**config.mk**
```make
export PLATFORM = sky130hd
export DESIGN_NAME = fetch_unit
export DESIGN_NICKNAME = d
export VERILOG_FILES = /design/src/rtl/h2bp_pkg.sv /design/src/rtl/fetch_unit_queue.sv /design/src/rtl/fetch_unit.sv
export SDC_FILE = /design/constraint.sdc
export NUM_CORES = 1
export LEC_CHECK = 0
export CORE_ASPECT_RATIO = 1.75
export CORE_MARGIN = 2
export CORE_UTILIZATION = 35
export CTS_CLUSTER_DIAMETER = 200
export DETAILED_ROUTE_END_ITERATION = 12
export PLACE_DENSITY_LB_ADDON = 0.05
export SYNTH_ARGS = -nofsm -noshare
export SYNTH_HDL_FRONTEND = slang
export SYNTH_SLANG_ARGS = --single-unit
```
**constraint.sdc**
```tcl
create_clock -name clk -period 7.76 [get_ports clk]
set_input_delay 1.552 -clock clk [delete_from_list [all_inputs] [get_ports clk]]
set_output_delay 1.552 -clock clk [all_outputs]
set_load 0.05 [all_outputs]
```
**src/rtl/h2bp_pkg.sv**
```systemverilog
// Shared types and constants for the instruction fetch stage.
//
// Contents:
//   fetch_state_t    - fetch FSM states (FETCH issues requests, DRAIN swallows stale responses)
//   INSTR_BYTES      - size of one instruction word in bytes
//   DEFAULT_RESET_PC - default first fetch address after reset
//   word_align()     - clears the sub-word byte offset of an address
package h2bp;

    typedef enum logic [0:0] {
        FETCH = 1'b0,
        DRAIN = 1'b1
    } fetch_state_t;

    localparam int unsigned INSTR_BYTES      = 4;
    localparam logic [31:0] DEFAULT_RESET_PC = 32'h0000_0000;

    // Masking rather than slicing keeps every address bit nominally used.
    function automatic logic [31:0] word_align(input logic [31:0] addr);
        return addr & ~(32'(INSTR_BYTES) - 32'd1);
    endfunction

endpackage

```
**src/rtl/fetch_unit_queue.sv**
```systemverilog
// fetch_queue: parameterised synchronous FIFO with flush and occupancy count.
//
// Ports:
//   clk   in   clock
//   rst   in   synchronous active-high reset; clears pointers and storage
//   flush in   empties the FIFO; has priority over push and pop
//   push  in   write data into the tail (ignored when full)
//   data  in   WIDTH-bit write data
//   pop   in   remove the head entry (ignored when empty)
//   head  out  head entry, read straight from the storage registers
//   empty out  no entries held
//   count out  number of entries held, 0..DEPTH
module fetch_queue #(
    parameter int unsigned  DEPTH = 4,
    parameter int unsigned  WIDTH = 64,
    localparam int unsigned CW    = $clog2(DEPTH + 1)
) (
    input  logic             clk,
    input  logic             rst,
    input  logic             flush,
    input  logic             push,
    input  logic [WIDTH-1:0] data,
    input  logic             pop,
    output logic [WIDTH-1:0] head,
    output logic             empty,
    output logic [CW-1:0]    count
);

    localparam int unsigned PW = (DEPTH > 1) ? $clog2(DEPTH) : 1;

    logic [WIDTH-1:0] mem_q [DEPTH];
    logic [PW-1:0]    wr_ptr_q;
    logic [PW-1:0]    rd_ptr_q;
    logic [CW-1:0]    count_q;
    logic             do_push;
    logic             do_pop;

    // Pointers wrap explicitly so non-power-of-two depths work.
    function automatic logic [PW-1:0] next_ptr(input logic [PW-1:0] p);
        if (p == PW'(DEPTH - 1)) begin
            return '0;
        end
        return p + PW'(1);
    endfunction

    always_comb begin
        do_push = push && (count_q != CW'(DEPTH));
        do_pop  = pop && (count_q != '0);
    end

    always_ff @(posedge clk) begin
        if (rst) begin
            wr_ptr_q <= '0;
            rd_ptr_q <= '0;
            count_q  <= '0;
            // Storage is cleared so the head reads zero out of reset.
            for (int unsigned i = 0; i < DEPTH; i++) begin
                mem_q[i] <= '0;
            end
        end else if (flush) begin
            wr_ptr_q <= '0;
            rd_ptr_q <= '0;
            count_q  <= '0;
        end else begin
            if (do_push) begin
                mem_q[wr_ptr_q] <= data;
                wr_ptr_q        <= next_ptr(wr_ptr_q);
            end
            if (do_pop) begin
                rd_ptr_q <= next_ptr(rd_ptr_q);
            end
            unique case ({do_push, do_pop})
                2'b10:   count_q <= count_q + CW'(1);
                2'b01:   count_q <= count_q - CW'(1);
                default: count_q <= count_q;
            endcase
        end
    end

    always_comb begin
        head  = mem_q[rd_ptr_q];
        empty = (count_q == '0);
        count = count_q;
    end

endmodule

```
**src/rtl/fetch_unit.sv**
```systemverilog
// fetch_unit: instruction fetch stage feeding the decoder.
//
// Generates sequential word-aligned PCs, issues requests to instruction memory (valid/ready,
// in-order responses), buffers returned words with their PCs in a small queue and presents
// {instruction, pc} to the decoder. A redirect flushes the queue, restarts fetch at the new
// PC and discards responses still in flight for the old path.
//
// Ports:
//   clk, rst          clock; synchronous active-high reset
//   imem_req_valid    out  request valid
//   imem_req_ready    in   memory accepts request
//   imem_req_addr     out  request byte address (word aligned)
//   imem_resp_valid   in   response word valid (in request order, at most one per cycle)
//   imem_resp_data    in   response instruction word
//   redirect_valid    in   restart fetch at redirect_pc
//   redirect_pc       in   new fetch address (bits [1:0] ignored)
//   instr_valid       out  instruction available to the decoder
//   instr_ready       in   decoder accepts instruction
//   instruction       out  instruction word at queue head
//   instr_pc          out  byte address of that instruction
module fetch_unit
    import h2bp::*;
#(
    parameter logic [31:0] RESET_PC    = DEFAULT_RESET_PC,
    parameter int unsigned QUEUE_DEPTH = 4
) (
    input  logic        clk,
    input  logic        rst,
    output logic        imem_req_valid,
    input  logic        imem_req_ready,
    output logic [31:0] imem_req_addr,
    input  logic        imem_resp_valid,
    input  logic [31:0] imem_resp_data,
    input  logic        redirect_valid,
    input  logic [31:0] redirect_pc,
    output logic        instr_valid,
    input  logic        instr_ready,
    output logic [31:0] instruction,
    output logic [31:0] instr_pc
);

    localparam int unsigned CW = $clog2(QUEUE_DEPTH + 1);

    fetch_state_t  state_q, state_d;
    logic [31:0]   pc_q, pc_d;
    logic [CW-1:0] outstanding_q, outstanding_d;
    logic [CW-1:0] discard_q, discard_d;

    logic [CW-1:0] queue_count;
    logic          queue_empty;
    logic [63:0]   queue_head;
    logic [CW:0]   occupancy;
    logic          credit_ok;
    logic          req_fire;
    logic          resp_take;
    logic          deq;
    logic [31:0]   resp_pc;

    // Credit check uses registered state only: a dequeue this cycle frees a slot next cycle.
    always_comb begin
        occupancy = {1'b0, queue_count} + {1'b0, outstanding_q};
        credit_ok = occupancy < (CW + 1)'(QUEUE_DEPTH);
    end

    always_comb begin
        imem_req_valid = !rst && !redirect_valid && (state_q == FETCH) && credit_ok;
        imem_req_addr  = pc_q;
        req_fire       = imem_req_valid && imem_req_ready;
        // Responses are only kept in FETCH and never in a redirect cycle.
        resp_take      = imem_resp_valid && !redirect_valid && (state_q == FETCH);
        instr_valid    = !rst && !queue_empty && !redirect_valid;
        deq            = instr_valid && instr_ready;
        instruction    = queue_head[31:0];
        instr_pc       = queue_head[63:32];
    end

    // In FETCH every in-flight request lies on the current sequential path (a redirect always
    // drains first), so the oldest one was issued outstanding words behind pc.
    always_comb begin
        resp_pc = pc_q - (32'(outstanding_q) * INSTR_BYTES);
    end

    always_comb begin
        pc_d          = pc_q;
        discard_d     = discard_q;
        state_d       = state_q;
        outstanding_d = outstanding_q + CW'(req_fire) - CW'(imem_resp_valid);

        if (redirect_valid) begin
            pc_d = word_align(redirect_pc);
            // Everything still in flight after this edge belongs to the old path. In DRAIN
            // this equals discard minus any response now, since the two counters track.
            discard_d = outstanding_d;
            state_d   = (discard_d != '0) ? DRAIN : FETCH;
        end else begin
            if (req_fire) begin
                pc_d = pc_q + INSTR_BYTES;
            end
            if (state_q == DRAIN) begin
                if (imem_resp_valid) begin
                    discard_d = discard_q - CW'(1);
                end
                if (discard_d == '0) begin
                    state_d = FETCH;
                end
            end
        end
    end

    always_ff @(posedge clk) begin
        if (rst) begin
            state_q       <= FETCH;
            pc_q          <= RESET_PC;
            outstanding_q <= '0;
            discard_q     <= '0;
        end else begin
            state_q       <= state_d;
            pc_q          <= pc_d;
            outstanding_q <= outstanding_d;
            discard_q     <= discard_d;
        end
    end

    fetch_queue #(
        .DEPTH (QUEUE_DEPTH),
        .WIDTH (64)
    ) u_instr_queue (
        .clk   (clk),
        .rst   (rst),
        .flush (redirect_valid),
        .push  (resp_take),
        .data  ({resp_pc, imem_resp_data}),
        .pop   (deq),
        .head  (queue_head),
        .empty (queue_empty),
        .count (queue_count)
    );

    outstanding_bound_a: assert property (@(posedge clk) disable iff (rst)
        outstanding_q <= CW'(QUEUE_DEPTH));

    occupancy_bound_a: assert property (@(posedge clk) disable iff (rst)
        occupancy <= (CW + 1)'(QUEUE_DEPTH));

    resp_has_request_a: assert property (@(posedge clk) disable iff (rst)
        imem_resp_valid |-> (outstanding_q != '0));

    drain_has_work_a: assert property (@(posedge clk) disable iff (rst)
        (state_q == DRAIN) |-> ((discard_q != '0) && (discard_q <= outstanding_q)));

endmodule
```
==> metrics.txt, run 1 <==
outcome=completed; CP Capture Type=output pin; post-synthesis cell area=0.01363 mm²; Power Dens Cells=229.1 mW/mm²; most common cell after layout, fill and taps aside=edfxtp_1; PortBufs=161; Pins Over Slew Limit=0; hold slack final=0.4732 ns; vias per std cell=5.179; Final period util=69.71%; highest-count cells in the layout ignoring fill and taps=edfxtp_1, clkdlybuf4s50_1, nor2_1; Post-synth top flop=edfxtp_1; Synth Area per Inst=13.18 µm²; critical path's largest stage delay=0.84 ns; Final #Nets=1257; Non-Filler Instances=1678; Crit Path Max Fanout=13; Switching Power=1.032 mW; number of flops mapped to enable cells by yosys=248; Mapped Cells=1034; vias in the first global route=9201; num rows=95; Fin. Hold Viols=0; Placer Congestion=0.7738; Util after Layout=43.38%; VDD IR max=0.0001357 V; die height=265.1 µm; CP arrival=3.86 ns; Worst-Skew Late Latency=0.56 ns; CTS tree=yes; GRT Total Usage=17.49%; GRT overflow=0; first-pass GRT wire length=54.30 mm; clk sinks=294; Clock power frac=36.2%; hpwl dp=22.39 mm; CP most frequent cell=clkdlybuf4s50_1; Crit-path slowest cell=clkdlybuf4s50_1; async set-reset flop share out of synthesis=0%; CP startpoint kind=input port; number of I/O pins=168; Design Area, Final=0.01665 mm²; Post-CTS Setup Inserts=0; Final Power=3.815 mW; CORE AREA=0.03839 mm²; die area=0.04060 mm²; initial antenna violation count=0; Post-Route WL=36.02 mm; post_cts resized=0; critical path start-end classification=in -> out; CTS Hold Buffers Added=0; vias=8690; layout cells sized above 1=13.08%; root buffer cell=clkbuf_16; Final WS setup=2.351 ns; CP cell instances=clkdlybuf4s50_1, or2_2, nor2_1, clkdlybuf4s50_1; placed cells=1626; Initial Utilization=35.50%; routed len/inst=21.47 µm; P_leak=5.773 nW; Distinct cells, synth=56; post-synthesis sequential area ratio=61.39%; Worst Clk Skew=0.01264 ns; Yosys reg bits=294; FMAX=0.1849 GHz; Die X=153.2 µm; drt first pass iters=4; Worst slew margin=26.86%; total cell area at the placement stage=0.01575 mm²; number of DRC markers in iteration 0=439; Worst Max-Slew Pin Slew=1.094 ns; Setup violations, final=0; Worst-path clk slew=0.06 ns; Worst EP required=6.21 ns; htree depth=1; CTS Buffer Depth=3; number of routed nets with antenna violations=0; Setup WS pre-CTS=2.333 ns; Area Overhead vs Synth=22.19%; P_int=2.783 mW; Comb pwr share=15.2%; largest net degree at the start of global routing=45; Antenna Cells=0; final setup TNS=0 ns; Synth Warn #=0; minimum clock period=5.409 ns; RSZ-0062 raised after global routing=false; HP Class=reg -> reg; drt drc=0; Reg power frac=48.6%; TritonCTS buffer count=29; max_cap viols=0; Sw Share=27.05%
[flip-flops by register name, summed over array words and instances (netlist names), named ones only]
| name | count |
|---|---|
| outstanding_q | 3 |
| u_instr_queue.mem_q | 248 |
| state_q | 1 |
| imem_req_addr | 30 |
| u_instr_queue.rd_ptr_q | 2 |
| u_instr_queue.count | 3 |
| discard_q | 3 |
| u_instr_queue.wr_ptr_q | 2 |
[routing by layer]
layer / global-route usage [%] / part of all wire [%] / routed length [µm] / vias to the layer above
li1: - / - / - / 4118
met1: 19.82 / 39 / 14180 / 4339
met2: 33.96 / 54 / 19610 / 187
met3: 2.460 / 4.1 / 1492 / 46
met4: 4.555 / 2.1 / 744 / 0
met5: 0 / 0 / 0 / -
[cell type report]
type | count | area [µm²]
inverter | 22 | 82.58
clock buffer | 33 | 740.7
clock inverter | 19 | 161.4
timing repair buffer | 183 | 1777
sequential | 294 | 8373
fill | 3599 | 21740
multi-input combinational | 642 | 4913
tap | 485 | 606.8
[worst max-delay path: cells and delay by family]
kind	cells	cell delay, ns
buffers and inverters	2	1.55
and+or+nand+nor	2	0.74
[kinds of logic after synthesis]
family	share of synthesized area, %
buf+inv	3.066
compound gates	4.948
xor+xnor	2.634
flops	61.39
simple gates	15.83
mux	10.56
other cells	0.02751
fa+ha+maj	1.542
[path summary, 6_finish.rpt]
path | cells after the start | from | end | slack (ns)
setup / recovery | 4 | redirect_valid | instr_valid | 2.35
hold reg to reg | 2 | discard_q[2] | discard_q[2] | 0.47
setup reg to reg | 12 | u_instr_queue.count[1] | state_q | 4.39
hold / removal | 2 | discard_q[2] | discard_q[2] | 0.47
[synth_stat cells (20+ instances only)]
cell,count,area [µm²]
nand4_1,21,131.4
and3_1,41,256.5
nor2_1,125,469.2
o21ai_0,22,110.1
inv_1,20,75.07
clkbuf_1,58,217.7
a21oi_1,54,270.3
mux4_2,62,1396
xnor2_1,25,219.0
edfxtp_1,248,7447
and2_1,102,638.1
nand2_1,34,127.6
dfxtp_1,46,920.9
[power by group through the flow]
stage / clock network (mW) / logic (mW) / registers, mW
after floorplan: 0 / 0.353 / 1.90
after global placement: 0 / 0.590 / 1.89
after detailed placement: 0 / 0.592 / 1.89
after CTS: 1.42 / 0.594 / 1.85
after global routing: 1.46 / 0.626 / 1.86
final: 1.38 / 0.582 / 1.85
Power figures use the tool's default switching activity.
==> run 2, diff against run 1 <==
==> constraint.sdc (replaced) <==
create_clock -name clk -period 4.95 [get_ports clk]
set_input_delay 0.99 -clock clk [delete_from_list [all_inputs] [get_ports clk]]
set_output_delay 0.99 -clock clk [all_outputs]
set_load 0.05 [all_outputs]
==> metrics.txt, run 2 (synthesized netlist as in run 1, its figures left out) <==
CORE AREA=0.03839 mm²; Comb pwr share=15.2%; CP Capture Type=output pin; drt first pass iters=5; die area=0.04060 mm²; Die X=153.2 µm; critical path start-end classification=reg -> out; CTS Hold Buffers Added=0; VDD IR max=0.0001959 V; Final Power=6.032 mW; vias per std cell=5.166; die height=265.1 µm; PortBufs=161; Worst Clk Skew=0.01577 ns; Worst Max-Slew Pin Slew=0.8178 ns; clk sinks=294; CTS tree=yes; Sw Share=27.17%; most common cell after layout, fill and taps aside=edfxtp_1; number of DRC markers in iteration 0=437; htree depth=1; outcome=completed; GRT Total Usage=17.88%; Final WS setup=0.9686 ns; CP startpoint kind=flop; Post-Route WL=36.38 mm; Non-Filler Instances=1686; minimum clock period=3.981 ns; Final period util=80.43%; Pins Over Slew Limit=0; vias=8710; routed len/inst=21.58 µm; P_int=4.393 mW; root buffer cell=clkbuf_16; Clock power frac=36.6%; largest net degree at the start of global routing=44; Worst EP required=3.96 ns; Post-CTS Setup Inserts=0; drt drc=0; hpwl dp=22.99 mm; Power Dens Cells=359.7 mW/mm²; max reg flops=248; Final #Nets=1262; largest register by flop count=u_instr_queue.mem_q; Worst slew margin=45.15%; Area Overhead vs Synth=23.03%; P_leak=5.838 nW; Switching Power=1.639 mW; FMAX=0.2512 GHz; CTS Buffer Depth=3; first-pass GRT wire length=55.47 mm; num rows=95; RSZ-0062 raised after global routing=false; vias in the first global route=9423; Crit Path Max Fanout=25; post_cts resized=0; highest-count cells in the layout ignoring fill and taps=edfxtp_1, clkdlybuf4s50_1, nor2_1; TritonCTS buffer count=30; Setup violations, final=0; final setup TNS=0 ns; HP Class=reg -> reg; Initial Utilization=35.50%; Antenna Cells=0; Reg power frac=48.1%; Placer Congestion=0.7478; Fin. Hold Viols=0; Worst-Skew Late Latency=0.56 ns; number of routed nets with antenna violations=0; Setup WS pre-CTS=0.9210 ns; layout cells sized above 1=13.74%; CP arrival=2.99 ns; GRT overflow=0; Util after Layout=43.68%; placed cells=1630; number of I/O pins=168; Worst-path clk slew=0.07 ns; max_cap viols=0; initial antenna violation count=0
-- run 2: changes by cell type in the layout (fill, tap and decap cells not counted), sizes merged --
cell	previous run	this run
clkbuf	33	36
clkinv	13	15
clkdlybuf4s50	161	159
buf	22	28
bufinv	3	2
-- run 2: power by group through the flow --
stage	registers (mW)	clock network [mW]	logic [mW]
2_1_floorplan	2.98	0	0.555
3_3_place_gp	2.95	0	0.932
3_5_place_dp	2.96	0	0.935
4_1_cts	2.91	2.27	0.938
5_1_grt	2.92	2.35	0.992
6_report	2.90	2.21	0.920
-- run 2: worst paths after layout --
| kind | from | to | slack [ns] | cells past startpoint |
|---|---|---|---|---|
| max | flop | instruction[5] | 0.97 | 3 |
| min | discard_q[2] | discard_q[2] | 0.47 | 2 |
| max reg2reg | imem_req_addr[2] | u_instr_queue.mem_q[1][54] | 1.57 | 9 |
| min reg2reg | discard_q[2] | discard_q[2] | 0.47 | 2 |
-- run 2: area by class of cell --
type	count	area, µm²
Clock buffer	36	794.5
Clock inverter	20	153.9
Fill cell	3645	21620
Inverter	22	82.58
Multi-Input combinational cell	642	4905
Sequential cell	294	8376
Tap cell	485	606.8
Timing Repair Buffer	187	1852
-- run 2: stage by stage --
step / cell area, µm² / hold WS [ns]
after global routing: 16770 / 0.4899
after CTS: 16770 / 0.4763
final: 16770 / 0.4745
after global placement: 15820 / 0.4609
after detailed placement: 15820 / 0.4667
after floorplan: 13660 / 0.4488
-- run 2: worst max-delay path, cell delays in order (launching register included) --
cell,delay (ns)
dfxtp_4,0.70
buf_4,0.40
mux4_2,0.58
clkdlybuf4s50_1,0.73
-- run 2: layer usage --
metal	up-vias	GRT usage, %	routed length (µm)
met3	45	2.493	1432
li1	4135	-	-
met4	0	4.655	688
met1	4330	19.39	13620
met2	200	35.71	20640
met5	-	0	0
==> run 3, diff against run 2 <==
==> constraint.sdc (replaced) <==
create_clock -name clk -period 3.82 [get_ports clk]
set_input_delay 0.764 -clock clk [delete_from_list [all_inputs] [get_ports clk]]
set_output_delay 0.764 -clock clk [all_outputs]
set_load 0.05 [all_outputs]
==> metrics.txt, run 3 (synthesized netlist as in run 1, its figures left out) <==
outcome=completed; Sw Share=27.13%; Pins Over Slew Limit=0; hold path depth=2; PortBufs=161; P_leak=5.894 nW; Non-Filler Instances=1696; number of DRC markers in iteration 0=339; CP Capture Type=output pin; Final period util=91.58%; Post-CTS Setup Inserts=0; clk sinks=294; CTS Hold Buffers Added=0; P_int=5.636 mW; post_cts resized=0; Comb pwr share=15.9%; Switching Power=2.098 mW; highest-count cells in the layout ignoring fill and taps=edfxtp_1, clkdlybuf4s50_1, nor2_1; Worst Max-Slew Pin Slew=0.8482 ns; number of routed nets with antenna violations=0; placed cells=1643; most common cell after layout, fill and taps aside=edfxtp_1; r2r startpoint=imem_req_addr[2]; worst-case reg-to-reg path depth=9; initial antenna violation count=0; routed len/inst=21.67 µm; Worst Clk Skew=0.01595 ns; Worst-Skew Late Latency=0.56 ns; HP Class=reg -> reg; VDD IR max=0.0002852 V; GRT overflow=0; Reg power frac=48.6%; Power Dens Cells=457.4 mW/mm²; die area=0.04060 mm²; Worst slew margin=43.46%; Placer Congestion=0.7686; RSZ-0062 raised after global routing=false; num rows=95; Area Overhead vs Synth=24.06%; Worst EP required=3.06 ns; largest register by flop count=u_instr_queue.mem_q; vias in the first global route=9420; Clock power frac=35.4%; CORE AREA=0.03839 mm²; max_cap viols=0; Worst Hold Launch=discard_q[2]; CTS tree=yes; Fin. Hold Viols=0; root buffer cell=clkbuf_16; Die X=153.2 µm; CP startpoint kind=flop; Worst-path clk slew=0.06 ns; Final #Nets=1274; Post-Route WL=36.76 mm; htree depth=1; TritonCTS buffer count=29; first-pass GRT wire length=55.65 mm; max reg flops=248; die height=265.1 µm; minimum clock period=3.498 ns; CP arrival=2.73 ns; drt drc=0; drt first pass iters=4; layout cells sized above 1=14.20%; final setup TNS=0 ns; Initial Utilization=35.50%; largest net degree at the start of global routing=63; FMAX=0.2858 GHz; critical path start-end classification=reg -> out; CTS Buffer Depth=3; number of I/O pins=168; vias per std cell=5.189; vias=8801; Crit Path Max Fanout=14; hpwl dp=23.30 mm; GRT Total Usage=17.96%; Setup violations, final=0; Antenna Cells=0
run 3: changes by cell type in the layout (fill, tap and decap cells not counted), sizes merged:
cell,delta
buf,+13
clkinv,-9
clkbuf,+8
bufinv,-1
clkinvlp,-1
run 3: metal layers:
metal,GRT usage (%),part of all wire (%),vias up,wire length [µm]
met2,35.99,57,196,20870
met4,5.631,2.7,0,997
li1,-,-,4150,-
met5,0,0,-,0
met1,19.18,37,4398,13550
met3,2.183,3.6,57,1332
run 3: worst max-delay path, cell delays in order, from the launching register on:
cell and delay, ns:
dfxtp_4 0.48, buf_4 0.36, mux4_2 0.56, clkdlybuf4s50_1 0.76
run 3: path summary, 6_finish.rpt:
check | end | slack, ns
max | instr_pc[17] | 0.32
min | discard_q[2] | 0.47
max reg2reg | u_instr_queue.mem_q[0][60] | 0.79
min reg2reg | discard_q[2] | 0.47
run 3: power by group through the flow:
stage | clock (mW) | sequential [mW] | combinational [mW]
floorplan | 0 | 3.86 | 0.720
global placement | 0 | 3.83 | 1.25
detailed placement | 0 | 3.84 | 1.25
CTS | 2.80 | 3.77 | 1.26
global route | 2.91 | 3.78 | 1.32
finish | 2.74 | 3.76 | 1.23
run 3: final cells by class:
cell class	count	area, µm²
multi-input cells	642	4905
clock buffers	44	812.0
inverters	22	82.58
fillers	3565	21480
well taps	485	606.8
repair buffers	200	2062
flip-flops and latches	294	8373
clock inverters	9	68.82
run 3: stage by stage:
step           power, mW  worst slack [ns]  utilization (%)  instance area (µm²)  hold slack [ns]
6_report           7.734            0.3216            44.04                16910           0.4728
5_1_grt            8.019            0.1979            44.04                16910           0.5035
4_1_cts            7.823            0.2501            44.04                16910           0.4774
3_5_place_dp       5.088            0.3208            41.75                16030           0.4686
3_3_place_gp       5.081            0.3258            41.75                16030           0.4692
2_1_floorplan      4.576            0.1584                -                13660           0.4488
